===== config.mk =====
export PLATFORM = sky130hd
export DESIGN_NAME = ibus_dbus_arbiter
export DESIGN_NICKNAME = d
export VERILOG_FILES = /design/src/rtl/bus_if_types_pkg.sv /design/src/rtl/ibus_dbus_arbiter.sv
export SDC_FILE = /design/constraint.sdc
export NUM_CORES = 1
export LEC_CHECK = 0
export CORE_AREA = 2 2 119 121
export DETAILED_ROUTE_END_ITERATION = 10
export DIE_AREA = 0 0 121 123
export PLACE_DENSITY_LB_ADDON = 0.15
export SLEW_MARGIN = 20
export SYNTH_ARGS = -nofsm -noshare
export SYNTH_HDL_FRONTEND = slang
export SYNTH_SLANG_ARGS = --single-unit

===== constraint.sdc =====
create_clock -name clk -period 2.25 [get_ports clk]
set_input_delay 0.45 -clock clk [delete_from_list [all_inputs] [get_ports clk]]
set_output_delay 0.45 -clock clk [all_outputs]
set_load 0.05 [all_outputs]

===== src/rtl/bus_if_types_pkg.sv =====
// Purpose : shared bus transaction types plus the arbiter state/owner encodings.
// Latency : n/a (types only).
// Backpressure: n/a (types only).
package bus_if_types_pkg;

  typedef enum logic {
    READ  = 1'b0,
    WRITE = 1'b1
  } ttype_e;

  typedef enum logic [1:0] {
    BYTE = 2'd0,
    HALF = 2'd1,
    WORD = 2'd2
  } tsize_e;

  typedef enum logic [1:0] {
    IDLE   = 2'd0,
    GNT_M0 = 2'd1,
    GNT_M1 = 2'd2
  } arb_state_e;

  typedef enum logic {
    M0 = 1'b0,
    M1 = 1'b1
  } arb_master_e;

endpackage


===== src/rtl/ibus_dbus_arbiter.sv =====
// Purpose : shares one single-ported slave bus between dbus (M0) and ibus (M1), no interleaving.
// Latency : grant 1 cycle after breq from IDLE; back-to-back re-grant on s_bdone with no bubble.
// Backpressure: losing master waits with breq held; a watchdog force-releases a stuck slave.
//
// Ports:
//   clk, rst                 clock, synchronous active-high reset
//   m0_* / m1_*              master request (breq/ttype/tsize/addr/wdata) and response (rdata/bdone)
//   s_*                      slave side: muxed request from the owner, s_rdata/s_bdone back
//   grant                    one-hot owner {m1,m0}, 00 when idle
//   bus_err                  1-cycle pulse when the watchdog releases the bus
// Build option: ARB_ROUND_ROBIN_EN selects round-robin on contention (default: M0 fixed priority).
module ibus_dbus_arbiter
  import bus_if_types_pkg::*;
#(
  parameter int ADDR_W  = 32,
  parameter int DATA_W  = 32,
  parameter int TIMEOUT = 256
) (
  input  logic              clk,
  input  logic              rst,
  input  logic              m0_breq,
  input  ttype_e            m0_ttype,
  input  tsize_e            m0_tsize,
  input  logic [ADDR_W-1:0] m0_addr,
  input  logic [DATA_W-1:0] m0_wdata,
  output logic [DATA_W-1:0] m0_rdata,
  output logic              m0_bdone,
  input  logic              m1_breq,
  input  ttype_e            m1_ttype,
  input  tsize_e            m1_tsize,
  input  logic [ADDR_W-1:0] m1_addr,
  input  logic [DATA_W-1:0] m1_wdata,
  output logic [DATA_W-1:0] m1_rdata,
  output logic              m1_bdone,
  output logic              s_bstart,
  output logic              s_breq,
  output ttype_e            s_ttype,
  output tsize_e            s_tsize,
  output logic [ADDR_W-1:0] s_addr,
  output logic [DATA_W-1:0] s_wdata,
  input  logic [DATA_W-1:0] s_rdata,
  input  logic              s_bdone,
  output logic [1:0]        grant,
  output logic              bus_err
);

  // A disabled watchdog still gets a 1-bit counter so the declarations stay legal.
  localparam int WDOG_W = (TIMEOUT > 0) ? $clog2(TIMEOUT + 1) : 1;
  localparam logic [WDOG_W-1:0] WDOG_LAST = (TIMEOUT > 0) ? WDOG_W'(TIMEOUT - 1) : '0;

  arb_state_e        state_q, state_d;
  logic [WDOG_W-1:0] wdog_q, wdog_d;
  arb_state_e        winner;
  logic              owner_req;
  logic              complete;
  logic              timeout;

`ifdef ARB_ROUND_ROBIN_EN
  arb_master_e       rr_last_q, rr_last_d;
`endif

  // Winner among the current requests; used both from IDLE and when a transfer completes.
  always_comb begin
    winner = IDLE;
`ifdef ARB_ROUND_ROBIN_EN
    if (m0_breq && m1_breq) winner = (rr_last_q == M0) ? GNT_M1 : GNT_M0;
    else
`endif
    if (m0_breq)      winner = GNT_M0;
    else if (m1_breq) winner = GNT_M1;
  end

  always_comb begin
    owner_req = 1'b0;
    s_ttype   = READ;
    s_tsize   = BYTE;
    s_addr    = '0;
    s_wdata   = '0;
    case (state_q)
      GNT_M0: begin
        owner_req = m0_breq;
        s_ttype   = m0_ttype;
        s_tsize   = m0_tsize;
        s_addr    = m0_addr;
        s_wdata   = m0_wdata;
      end
      GNT_M1: begin
        owner_req = m1_breq;
        s_ttype   = m1_ttype;
        s_tsize   = m1_tsize;
        s_addr    = m1_addr;
        s_wdata   = m1_wdata;
      end
      default: ;
    endcase
  end

  // s_bdone always completes the owner's transfer, even if the owner let go of breq that cycle.
  // The watchdog only fires on a transfer the owner is still asking for.
  assign complete = (state_q != IDLE) && s_bdone;
  assign timeout  = (TIMEOUT != 0) && (state_q != IDLE) && owner_req && !s_bdone
                    && (wdog_q == WDOG_LAST);

  always_comb begin
    state_d = state_q;
    case (state_q)
      IDLE:    state_d = winner;
      default: begin
        if (complete)        state_d = winner;
        else if (!owner_req) state_d = IDLE;   // abort
        else if (timeout)    state_d = IDLE;
      end
    endcase
  end

  // Each new transfer starts a fresh count, including a re-grant to the same master.
  always_comb begin
    if ((state_d == IDLE) || (state_d != state_q) || complete) wdog_d = '0;
    else                                                        wdog_d = wdog_q + 1'b1;
  end

`ifdef ARB_ROUND_ROBIN_EN
  always_comb begin
    rr_last_d = rr_last_q;
    if ((state_d != IDLE) && ((state_q == IDLE) || complete))
      rr_last_d = (state_d == GNT_M0) ? M0 : M1;
  end
`endif

  always_ff @(posedge clk) begin
    if (rst) begin
      state_q   <= IDLE;
      wdog_q    <= '0;
`ifdef ARB_ROUND_ROBIN_EN
      rr_last_q <= M1;
`endif
    end else begin
      state_q   <= state_d;
      wdog_q    <= wdog_d;
`ifdef ARB_ROUND_ROBIN_EN
      rr_last_q <= rr_last_d;
`endif
    end
  end

  assign grant    = {state_q == GNT_M1, state_q == GNT_M0};
  assign s_bstart = owner_req;
  assign s_breq   = owner_req;
  assign m0_bdone = (state_q == GNT_M0) && (complete || timeout);
  assign m1_bdone = (state_q == GNT_M1) && (complete || timeout);
  assign bus_err  = timeout;
  assign m0_rdata = s_rdata;
  assign m1_rdata = s_rdata;

endmodule


After elaboration in Yosys (flattened, before gate mapping)
Index checks and enable logic that the tools add are counted. Widths: inputs -> output; s select.

Flip-flop bits (word level): 11. Output and inout bits: 138. Logic and storage cells: 32.

Add/sub/neg operators: 1. Equal/unequal tests: 4. Muxes and demuxes: 11. Reductions and logical operators: 14.

Operator list (count): $pmux 32 s2 (2); $mux 2 (6); $add 9x1->9 const B (1); $eq 9x8->1 const B (1); $logic_and 1x1->1 (6); $logic_not 2->1 (2); $pmux 1 s2 (2); $pmux 2 s2 (1); $logic_or 1x1->1 (3); $eq 2x1->1 const B (1); $eq 2x2->1 const B (1); $ne 2x2->1 (1); $reduce_bool 2->1 (1); $reduce_or 2->1 (1); $logic_not 1->1 (1).

Logic depth before layout (Yosys ltp)
Depth after elaboration: 13. Mapped depth: 8.

Worst setup path after synthesis
No wires, ideal clock.

Path type: register to output. Start point: register state_q[0]. End point: output s_wdata[22]. Arrival: 2357 ps. Path slack: -557 ps. Stages on the path, launching flop included: 8. Buffers on the path: 3. Path through: dfxtp_1 inv_1 ha_1 buf_2 buf_4 clkbuf_1 a22oi_1 nor2b_1.

Word-level cells in the longest chain between the ends: 2. Elaborated cells between the ends (all ways): 3. Classes of those cells: 2 x eq/ne; 1 x mux.

RTL lines: from (decl) (RTL line ibus_dbus_arbiter.sv:51) `arb_state_e state_q, state_d;`; from (signal assigned) (RTL line ibus_dbus_arbiter.sv:138) `state_q <= state_d;`; $eq 2x2->1; named net grant[1] (RTL line ibus_dbus_arbiter.sv:43) `output logic [1:0] grant,`; $pmux 32 s2 (RTL line ibus_dbus_arbiter.sv:79) `case (state_q)`; to (decl) (RTL line ibus_dbus_arbiter.sv:40) `output logic [DATA_W-1:0] s_wdata,`.

The timed path passes the listed nets, and every way through them passes these cells.

Final worst setup path
Start point: register wdog_q[2]. End point: output m1_bdone.

Word-level cells in the longest chain between the ends: 4.

RTL lines: from (decl) (RTL line ibus_dbus_arbiter.sv:52) `logic [WDOG_W-1:0] wdog_q, wdog_d;`; from (signal assigned) (RTL line ibus_dbus_arbiter.sv:139) `wdog_q <= wdog_d;`; $eq 9x8->1 (RTL line ibus_dbus_arbiter.sv:102) `&& (wdog_q == WDOG_LAST);`; $logic_and 1x1->1 (RTL line ibus_dbus_arbiter.sv:102); $logic_or 1x1->1 (RTL line ibus_dbus_arbiter.sv:150) `assign m1_bdone = (state_q == GNT_M1) && (complete || timeout);`; $logic_and 1x1->1 (RTL line ibus_dbus_arbiter.sv:150); to (decl) (RTL line ibus_dbus_arbiter.sv:34) `output logic m1_bdone,`.

Every way passes these cells.

==> results <==
area by class of cell:
cell class	instances	area, sq um	share of cell area [%]
clock buffers	3	75.07	1.394
clock inverters	1	5.005	0.09294
inverters	4	15.01	0.2788
multi-input cells	189	1813	33.67
flip-flops and latches	11	231.5	4.298
well taps	180	225.2	4.182
repair buffers	225	3020	56.09
state kept, by name (all words and copies together), names as in the netlist:
register,cells
wdog_q,9
state_q,2
what timing repair did:
item,in CTS,in global routing
setup endpoints to repair,45,53
cloned,0,0
gates resized for setup,7,12
pin swaps,0,2
setup buffers,0,2
worst paths after layout:
kind	depth (start not counted)	startpoint	slack, ns	endpoint
setup / recovery	8	wdog_q[2]	0.08	m1_bdone
hold / removal	1	wdog_q[0]	0.45	wdog_q[0]
setup reg to reg	9	wdog_q[2]	0.38	wdog_q[5]
hold reg to reg	1	wdog_q[0]	0.45	wdog_q[0]
per-stage QoR:
step / hold slack (ns) / setup slack (ns) / power, uW / TNS [ns] / instances
finish: 0.4461 / 0.08280 / 1448 / 0 / 613
global route: 0.4662 / -0.02122 / 1514 / -0.03259 / 613
CTS: 0.4749 / 0.01374 / 1462 / 0 / 611
detailed placement: 0.4626 / 0.07818 / 1130 / 0 / 607
global placement: 0.4610 / 0.08924 / 1125 / 0 / 607
floorplan: 0.4414 / -0.009346 / 944.2 / -0.07901 / 292
layer usage:
metal	up-vias	GRT usage (%)
met5	-	0
met4	0	0.2180
met3	2	2.214
met2	153	23.21
met1	1160	12.37
li1	1237	-
cell usage after synthesis, drive strengths merged (3+ instances only):
master and instances:
inv 4, nor2b 67, ha 5, dfxtp 11, and2 3, nor2 15
clkbuf 16, a22oi 68, buf 72, nand3 4, xor2 5
cells by family (layout without fill, tap and decap cells):
group           Yosys count  count (layout)
xor+xnor                  6               6
buf+inv                  92             233
flops                    11              11
fa+ha+maj                 5               5
compound gates           75              75
simple gates            103             103
report_power, final:
part / total (uW) / internal [uW] / leakage (uW) / switching [uW]
registers: 202 / 198 / 0.0000926 / 3.89
clock network: 323 / 235 / 0.0000409 / 87.4
logic: 923 / 541 / 0.00168 / 382
==> results.sh <==
export IMPL_outcome="completed"
export IMPL_cts_sinks=11
export IMPL_yosys_top_cells_area="a22oi_1 (24%), buf_4 (23%), nor2b_1 (20%)"
export IMPL_synth_compound_area_share_pct=26.58
export IMPL_maxSlewViolCount=0
export IMPL_hold_viol_final=0
export IMPL_critical_path_class="reg -> out"
export IMPL_tightest_slew_ns=0.4031
export IMPL_grt_remaining_overflow=0
export IMPL_place_area_sq_um=5234
export IMPL_holdBufCountCts=0
export IMPL_synth_simple_gate_area_share_pct=29.35
export IMPL_arrival_ns=1.72
export IMPL_fp_dieH_um=123
export IMPL_nNetsFinal=610
export IMPL_dr_pass1_iters=4
export IMPL_leakage_uw=0.001815
export IMPL_powerDensity_nw_per_um2=268.9
export IMPL_grt_pass1_vias=2481
export IMPL_ys_seq_area_share_pct=10.37
export IMPL_synthArstFlopShare_pct=0
export IMPL_wl_per_cell_um=15.53
export IMPL_fin_worst_skew_ns=0.001607
export IMPL_ctsHtreeMaxLevel=1
export IMPL_drc=0
export IMPL_synthAdderAreaFrac_pct=2.946
export IMPL_numCtsBuffers=3
export IMPL_synth_top_family_by_area="simple AND/OR/NAND/NOR gates"
export IMPL_critPathMaxStageDelay_ns=0.36
export IMPL_yosysTopAreaCell="a22oi_1"
export IMPL_synth_xor_area_share_pct=2.475
export IMPL_syn_area_sq_um=2123
export IMPL_ant_nets=0
export IMPL_crit_path_end_kind="output port"
export IMPL_syn2layout_area_growth_pct=153.6
export IMPL_postLayoutCellArea_sq_um=5385
export IMPL_fp_dieW_um=121
export IMPL_routed_top_layer="met4"
export IMPL_portBuffers=212
export IMPL_wl_met1_um=3355
export IMPL_critical_path_top_delay_family="simple AND/OR/NAND/NOR gates"
export IMPL_antenna_found_initial=0
export IMPL_crit_chain="and4_1 -> nand2_1 -> nor2_2 -> ha_2 -> a31oi_1 -> nor2_1 -> and2_2 -> buf_12"
export IMPL_routabilityCongestion=0.6975
export IMPL_die_area_sq_um=14880
export IMPL_rows=43
export IMPL_synth_fp_nets=468
export IMPL_slowest_stage="dfxtp_4"
export IMPL_ios=309
export IMPL_layout_commonest_cell="clkdlybuf4s50_1"
export IMPL_cp_num_buf_inv=1
export IMPL_fillCellCount=1329
export IMPL_via_per_inst=4.163
export IMPL_final_cell_mix="clkdlybuf4s50_1 (138), buf_12 (77), a22oi_1 (66)"
export IMPL_clk_latency_ns=0.24
export IMPL_drt_total_wl_um=9517
export IMPL_cts_clk_slew_worst_paths_ns=0.04
export IMPL_synthCells=292
export IMPL_synth_ff_type="dfxtp_1"
export IMPL_cp_start_kind="flop"
export IMPL_core_sq_um=13610
export IMPL_ctsLongestPathBuffers=2
export IMPL_layout_drive_gt1_share_pct=41.80
export IMPL_drv_cap=0
export IMPL_crit_required_ns=1.80
export IMPL_synth_seq_cells=11
export IMPL_track_usage_pct=11.26
export IMPL_cts_tree="built"
export IMPL_final_util_pct=39.56
export IMPL_vdd_ir_drop_worst_v=0.0002648
export IMPL_wl_met2_um=5429
export IMPL_synthDistinctLibCells=33
export IMPL_ys_warnings_count=0
export IMPL_grt_setup_unrepaired="yes"
export IMPL_period_needed_ns=2.167
export IMPL_synth_top_area_share_pct=23.69
export IMPL_grt_max_degree=41
export IMPL_syn_area_per_cell_sq_um=7.272
export IMPL_cp_max_fo=5
export IMPL_synth_mux_area_share_pct=0
export IMPL_dp_hpwl_um=8106
export IMPL_drt_iter0_drc=98
export IMPL_root_buffer="clkbuf_16"
export IMPL_grt_pass1_wl_um=13380
export IMPL_synth_edf_count=0
export IMPL_fmax_mhz=461.4
export IMPL_start_util_pct=15.60
export IMPL_wl_met3_um=714
export IMPL_hold_class="reg -> reg"
export IMPL_relSlewSlack_pct=73.12
export IMPL_antenna_cells=0
export IMPL_setup_viol=0
export IMPL_finalCritPeriodShare_pct=96.32
export IMPL_vias=2552
No activity file was read; power rests on OpenSTA's default activity.
